--- src/rtl/seg_display.sv ---
// seg_display: 4-digit multiplexed seven-segment hit/miss score display.
// Optional SEG_BLANK_LEADING_ZERO_EN blanks tens digits that are zero.
module seg_display #(
    parameter int DIGIT_HOLD = 1
) (
    input  logic       segclk,
    input  logic       clr,
    input  logic       score0,
    input  logic       score1,
    input  logic       score2,
    input  logic       score3,
    input  logic       score4,
    input  logic       score5,
    input  logic       score6,
    input  logic       score7,
    input  logic       score8,
    input  logic       score9,
    input  logic       score10,
    input  logic       score11,
    input  logic       score12,
    input  logic       score13,
    input  logic       score14,
    output logic [6:0] seg,
    output logic [3:0] an
);

    localparam logic [15:0] HOLD_LAST = 16'(DIGIT_HOLD - 1);

    typedef enum logic [1:0] {
        SCAN_D0 = 2'd0,
        SCAN_D1 = 2'd1,
        SCAN_D2 = 2'd2,
        SCAN_D3 = 2'd3
    } scan_t;

    scan_t       state;
    scan_t       state_nxt;
    logic [14:0] score_q;
    logic [15:0] hold_cnt;
    logic        hold_wrap;
    logic [3:0]  hits;
    logic [3:0]  misses;
    logic [3:0]  hits_tens;
    logic [3:0]  hits_ones;
    logic [3:0]  miss_tens;
    logic [3:0]  miss_ones;
    logic [3:0]  digit_val;
    logic        digit_is_tens;
    logic        digit_blank;
    logic [6:0]  seg_d;
    logic [3:0]  an_d;

    // Active-low g..a pattern for one decimal digit; non-decimal is blank.
    function automatic logic [6:0] seg_of(input logic [3:0] v);
        logic [6:0] p;
        unique case (v)
            4'd0:    p = 7'b1000000;
            4'd1:    p = 7'b1111001;
            4'd2:    p = 7'b0100100;
            4'd3:    p = 7'b0110000;
            4'd4:    p = 7'b0011001;
            4'd5:    p = 7'b0010010;
            4'd6:    p = 7'b0000010;
            4'd7:    p = 7'b1111000;
            4'd8:    p = 7'b0000000;
            4'd9:    p = 7'b0010000;
            default: p = 7'b1111111;
        endcase
        return p;
    endfunction

    // Capture all step flags every edge.
    always_ff @(posedge segclk) begin
        if (clr) begin
            score_q <= '0;
        end else begin
            score_q <= {score14, score13, score12, score11, score10,
                        score9,  score8,  score7,  score6,  score5,
                        score4,  score3,  score2,  score1,  score0};
        end
    end

    // Count hits as the population count of the captured flags.
    always_comb begin
        hits = '0;
        for (int i = 0; i < 15; i++) begin
            hits = hits + {3'b000, score_q[i]};
        end
    end

    // Split hits and misses into tens and ones digits.
    always_comb begin
        misses    = 4'd15 - hits;
        hits_tens = (hits >= 4'd10) ? 4'd1 : 4'd0;
        hits_ones = (hits >= 4'd10) ? (hits - 4'd10) : hits;
        miss_tens = (misses >= 4'd10) ? 4'd1 : 4'd0;
        miss_ones = (misses >= 4'd10) ? (misses - 4'd10) : misses;
    end

    // Dwell counter: wraps after DIGIT_HOLD edges on one digit.
    always_ff @(posedge segclk) begin
        if (clr) begin
            hold_cnt <= '0;
        end else if (hold_wrap) begin
            hold_cnt <= '0;
        end else begin
            hold_cnt <= hold_cnt + 16'd1;
        end
    end

    assign hold_wrap = (hold_cnt == HOLD_LAST);

    // Scan state register.
    always_ff @(posedge segclk) begin
        if (clr) begin
            state <= SCAN_D0;
        end else begin
            state <= state_nxt;
        end
    end

    // Next scan digit and value selection for the digit being latched now.
    always_comb begin
        state_nxt     = state;
        digit_val     = miss_ones;
        digit_is_tens = 1'b0;
        unique case (state)
            SCAN_D0: begin
                digit_val = miss_ones;
                if (hold_wrap) state_nxt = SCAN_D1;
            end
            SCAN_D1: begin
                digit_val     = miss_tens;
                digit_is_tens = 1'b1;
                if (hold_wrap) state_nxt = SCAN_D2;
            end
            SCAN_D2: begin
                digit_val = hits_ones;
                if (hold_wrap) state_nxt = SCAN_D3;
            end
            SCAN_D3: begin
                digit_val     = hits_tens;
                digit_is_tens = 1'b1;
                if (hold_wrap) state_nxt = SCAN_D0;
            end
            default: begin
                state_nxt = SCAN_D0;
            end
        endcase
    end

    // Leading-zero suppression applies only to tens positions.
    always_comb begin
`ifdef SEG_BLANK_LEADING_ZERO_EN
        digit_blank = digit_is_tens && (digit_val == 4'd0);
`else
        digit_blank = 1'b0;
        if (digit_is_tens) digit_blank = 1'b0;
`endif
        seg_d = digit_blank ? 7'b1111111 : seg_of(digit_val);
        an_d  = ~(4'b0001 << state);
    end

    // Segments and anode latched together so they never disagree.
    always_ff @(posedge segclk) begin
        if (clr) begin
            seg <= 7'b1111111;
            an  <= 4'b1111;
        end else begin
            seg <= seg_d;
            an  <= an_d;
        end
    end

endmodule

--- config.mk ---
export PLATFORM = sky130hd
export DESIGN_NAME = seg_display
export DESIGN_NICKNAME = d
export VERILOG_FILES = /design/src/rtl/seg_display.sv
export SDC_FILE = /design/constraint.sdc
export NUM_CORES = 1
export LEC_CHECK = 0
export CAP_MARGIN = 20
export CORE_UTILIZATION = 59
export DETAILED_ROUTE_END_ITERATION = 6
export PLACE_DENSITY = 0.84
export SLEW_MARGIN = 20
export SYNTH_ARGS = -nofsm -noshare
export SYNTH_HDL_FRONTEND = slang
export SYNTH_SLANG_ARGS = --single-unit
--- constraint.sdc ---
create_clock -name segclk -period 11.7 [get_ports segclk]
set_input_delay 2.34 -clock segclk [delete_from_list [all_inputs] [get_ports segclk]]
set_output_delay 2.34 -clock segclk [all_outputs]
set_load 0.05 [all_outputs]
==> results <==
- The run finished with clean final reports.
- The worst hold path belongs to the class flip-flop to flip-flop.
- The design internal power is 379 uW.
- The worst-case headroom to the max-slew limit is 39.3%.
- The share of post-route cells with drive strength above 1 is 5.90%.
- The highest layer touched by signal routing is met4.
- The data arrival time at the worst-slack endpoint is 5.72 ns.
- For this design the total switching power over the nets is 272 uW.
- Buffers inserted to repair hold after CTS numbered 0.
- The detailed router finished its first iteration with 192 violations.
- The clock period minus worst slack is 5.50 ns.
- The total iterations of the first detailed-routing run is 5.
- In this run the number of cells on the critical path is 19.
- Input and output buffers added on the ports amount to 27.
- The slowest library cell on the worst path is sky130_fd_sc_hd__fa_1.
- The maximum number of pins on one net before global-route repair is 19.
- Summed over all nets, wire length on met2 after detailed routing comes to 1860 um.
- The most used standard cell by instance count after synthesis is sky130_fd_sc_hd__dfxtp_1.
- For the final database, setup skew stands at 0.00430 ns.
- The library cell occupying the most area in the post-synthesis netlist is sky130_fd_sc_hd__dfxtp_1.
- The worst setup path is launched from a flip-flop.
- The category of cells accounting for the largest share of critical-path delay is adder cells.
- Counting every sink on the clock net gives 44.
- The number of buffers added for setup after CTS is 0.
- After detailed routing, the total wire length is 3790 um.
- The most common flop cell mapped by yosys is sky130_fd_sc_hd__dfxtp_1.
- The vias after detailed routing is 1728.
- Setup repair after global routing left no endpoint under its margin.
- The maximum net fanout on the critical path is 10.
- The final core utilization is 73.5%.
- The dominant cell type by count on the critical path is sky130_fd_sc_hd__fa_1.
- The static leakage power is 0.00109 uW.
- The maximum root-to-sink buffer count is 2.
- The number of different library cells in the post-synthesis netlist is 45.
- The power density of the placed cells is 242 nW/um2.
- The number of buffers and inverters on the critical path is 5.
- Counting instances, the worst hold path has a depth of 1.
- The post-synthesis instance area is 2260 um2.
- The stage delay of the slowest cell on the critical path is 0.53 ns.
- The achievable clock frequency is 182 MHz.
- The synthesized design contains 0 enable-type register cells.
- By count the netlist is led by 44 x sky130_fd_sc_hd__dfxtp_1, 31 x sky130_fd_sc_hd__inv_1, 22 x sky130_fd_sc_hd__nor2_1.
- The initial core utilization is 61.9%.
- The number of buffers created by CTS is 5.
- The placeable core region is 3660 um2.
- The floorplan step set the die width to 64.0 um.
- The clock tree from TritonCTS is built.
- The root buffer selected by CTS is sky130_fd_sc_hd__clkbuf_8.
- Of all flip-flops after synthesis, the portion carrying an async set or reset was 0%.
- The worst setup path is of the flip-flop to flip-flop kind.
- The H-tree was split into 2 levels.
- After detailed routing, the number of remaining DRC violations is 0.
- The number of nets with antenna violations after detailed routing is 0.
- The I/O pin total is 28.
- Clock latency on the worst-skew pair, taken at its later pin, is 0.29 ns.
- At the worst endpoint, the required time is 11.92 ns.
- The growth of design area from synthesis to finish is 18.8%.
- The number of global-route vias before repair is 1635.
- The total overflow left after global routing is 0.
- The transition at the pin with the smallest max-transition slack is 0.911 ns.
- The initial antenna violation count is 0.
- The congestion estimate from routability-driven global placement came to 0.941.
- After synthesis the netlist holds a flip-flop and latch count of 44.
- In the final routed layout, each cell accounts on average for 11.9 um.
- The diode insertion count for antenna repair is 0.
- The half-perimeter wire length after detailed placement is 2750 um.
- The critical path goes through inv_1 -> fa_1 -> inv_1 -> fa_1 -> fa_1 -> inv_1 -> fa_1 -> fa_1 -> fa_1 -> xor2_2 -> inv_1 -> ha_1 -> nor2b_1 -> o311ai_0 -> o211ai_1 -> inv_1 -> ha_1 -> and2_1 -> o21ai_0.
- The share of the clock period used by the worst path is 47.0%.
- The worst-case reg-to-reg path depth is 19.
- After detailed routing, the met3 layer carries 224 um of wire.
- The portion of total power attributed to combinational logic is 54.7%.
- The number of nets in the synthesized netlist is 281.
- Registers are responsible for 26.9% of the overall power.
- In this run the core area contains 22 standard-cell rows.
- The critical path capture point type is a flip-flop.
- Post-CTS repair changed the size of 0 cells.
- For this run, the number of Yosys warnings is 0.
- The number of instances in the synthesized netlist is 241.
- The die area is 4090 um2.
- Across every metal layer, demand over resource in global routing totals 21.1%.
- In the post-synthesis netlist, the biggest area contributors are sky130_fd_sc_hd__dfxtp_1 39%, sky130_fd_sc_hd__fa_1 8.8%, sky130_fd_sc_hd__ha_1 7.2%, sky130_fd_sc_hd__inv_1 5.1%, sky130_fd_sc_hd__nor2b_1 4.7%.
- After the last flow step, the layout net total stands at 310.
- The final count of negative-setup-slack endpoints is 0.
- The sequential share of the synthesized area is 38.9%.
- Clock-pin slew was measured on the worst setup and hold paths at 0.08 ns.
- Dividing the detail-routed via count by the number of cells gives 5.42.
- After synthesis, the largest area contributor takes up 38.9% of total cell area.
- Across the run, the number of max-cap violations was 0.
- The worst-case IR drop observed on VDD is 0.128 mV.
- The floorplan step set the die height to 64.0 um.
- The hold violation total from the final report was 0.
- The setup TNS is 0 ns.
- In this run, the clock network consumes 18.4% of the power.
- The detailed router put a total of 1670 um of wire on met1.
- The global-route wire length before repair is 6710 um.
- The number of slew-limit violations in the final report is 0.
- In this run switching power makes up 41.8% of total power.
- The average cell area after synthesis is 9.40 um2.
layer usage:
metal	up-vias	global-route usage, %
li1	869	-
met1	791	24.4
met2	64	37.2
met3	4	5.36
met4	0	7.67
met5	-	0
layout make-up:
type | count | area, um2
clock buffer | 6 | 82.6
sequential | 44 | 881
fill | 271 | 971
multi-input combinational | 161 | 1240
clock inverter | 2 | 38.8
tap | 48 | 60.1
inverter | 31 | 116
timing repair buffer | 27 | 270
worst reg2reg max path, stage by stage, from the launching register on:
cell and delay, ns:
sky130_fd_sc_hd__dfxtp_1 0.32, sky130_fd_sc_hd__inv_1 0.05, sky130_fd_sc_hd__fa_1 0.53, sky130_fd_sc_hd__inv_1 0.05, sky130_fd_sc_hd__fa_1 0.47, sky130_fd_sc_hd__fa_1 0.51
sky130_fd_sc_hd__inv_1 0.05, sky130_fd_sc_hd__fa_1 0.45, sky130_fd_sc_hd__fa_1 0.42, sky130_fd_sc_hd__fa_1 0.42, sky130_fd_sc_hd__xor2_2 0.36, sky130_fd_sc_hd__inv_1 0.15
sky130_fd_sc_hd__ha_1 0.20, sky130_fd_sc_hd__nor2b_1 0.16, sky130_fd_sc_hd__o311ai_0 0.34, sky130_fd_sc_hd__o211ai_1 0.25, sky130_fd_sc_hd__inv_1 0.14, sky130_fd_sc_hd__ha_1 0.26
sky130_fd_sc_hd__and2_1 0.14, sky130_fd_sc_hd__o21ai_0 0.16
power by group through the flow:
| stage | combinational [uW] | clock (uW) | sequential [uW] |
|---|---|---|---|
| floorplan | 236 | 0 | 224 |
| global placement | 345 | 0 | 179 |
| detailed placement | 351 | 0 | 179 |
| CTS | 352 | 122 | 175 |
| global route | 395 | 128 | 177 |
| finish | 356 | 120 | 175 |
cells by family after synthesis:
group / share of synthesized area, %
buf+inv: 6.30
simple gates: 19.4
xor+xnor: 6.13
compound gates: 12.7
fa+ha+maj: 16.0
mux: 0.497
flops: 38.9
state kept, by name, indices dropped and copies added, names as in the netlist:
| name | cells |
|---|---|
| hold_cnt | 16 |
| score_q | 15 |
| seg | 7 |
| an | 4 |
| state | 2 |
through the flow:
step	setup WS (ns)	std cells	total power, uW	instance area, um2	hold WS [ns]
6_report	6.20	319	651	2690	0.491
5_1_grt	5.89	319	700	2690	0.512
4_1_cts	6.21	319	650	2690	0.497
3_5_place_dp	6.24	311	530	2570	0.473
3_3_place_gp	6.35	311	523	2570	0.455
2_1_floorplan	6.61	241	460	2260	0.438
worst paths after layout:
path         slack [ns]          end        start
min reg2reg        0.49  hold_cnt[0]  hold_cnt[0]
min                0.49  hold_cnt[0]  hold_cnt[0]
max reg2reg        6.20       seg[1]   score_q[0]
max                6.20       seg[1]   score_q[0]
cells in the final DEF, fill, tap and decap left out, drive strengths merged, types with 5 or more instances in the layout:
| master | netlist | final |
|---|---|---|
| and3 | 5 | 5 |
| clkbuf | 4 | 6 |
| clkdlybuf4s50 | 0 | 27 |
| dfxtp | 44 | 44 |
| fa | 10 | 10 |
| ha | 13 | 13 |
| inv | 31 | 31 |
| nand2 | 16 | 16 |
| nand3 | 7 | 7 |
| nor2 | 22 | 22 |
| nor2b | 17 | 17 |
| o21ai | 5 | 5 |
| xnor2 | 7 | 7 |
| xor2 | 8 | 8 |
Power figures use the tool's default switching activity.
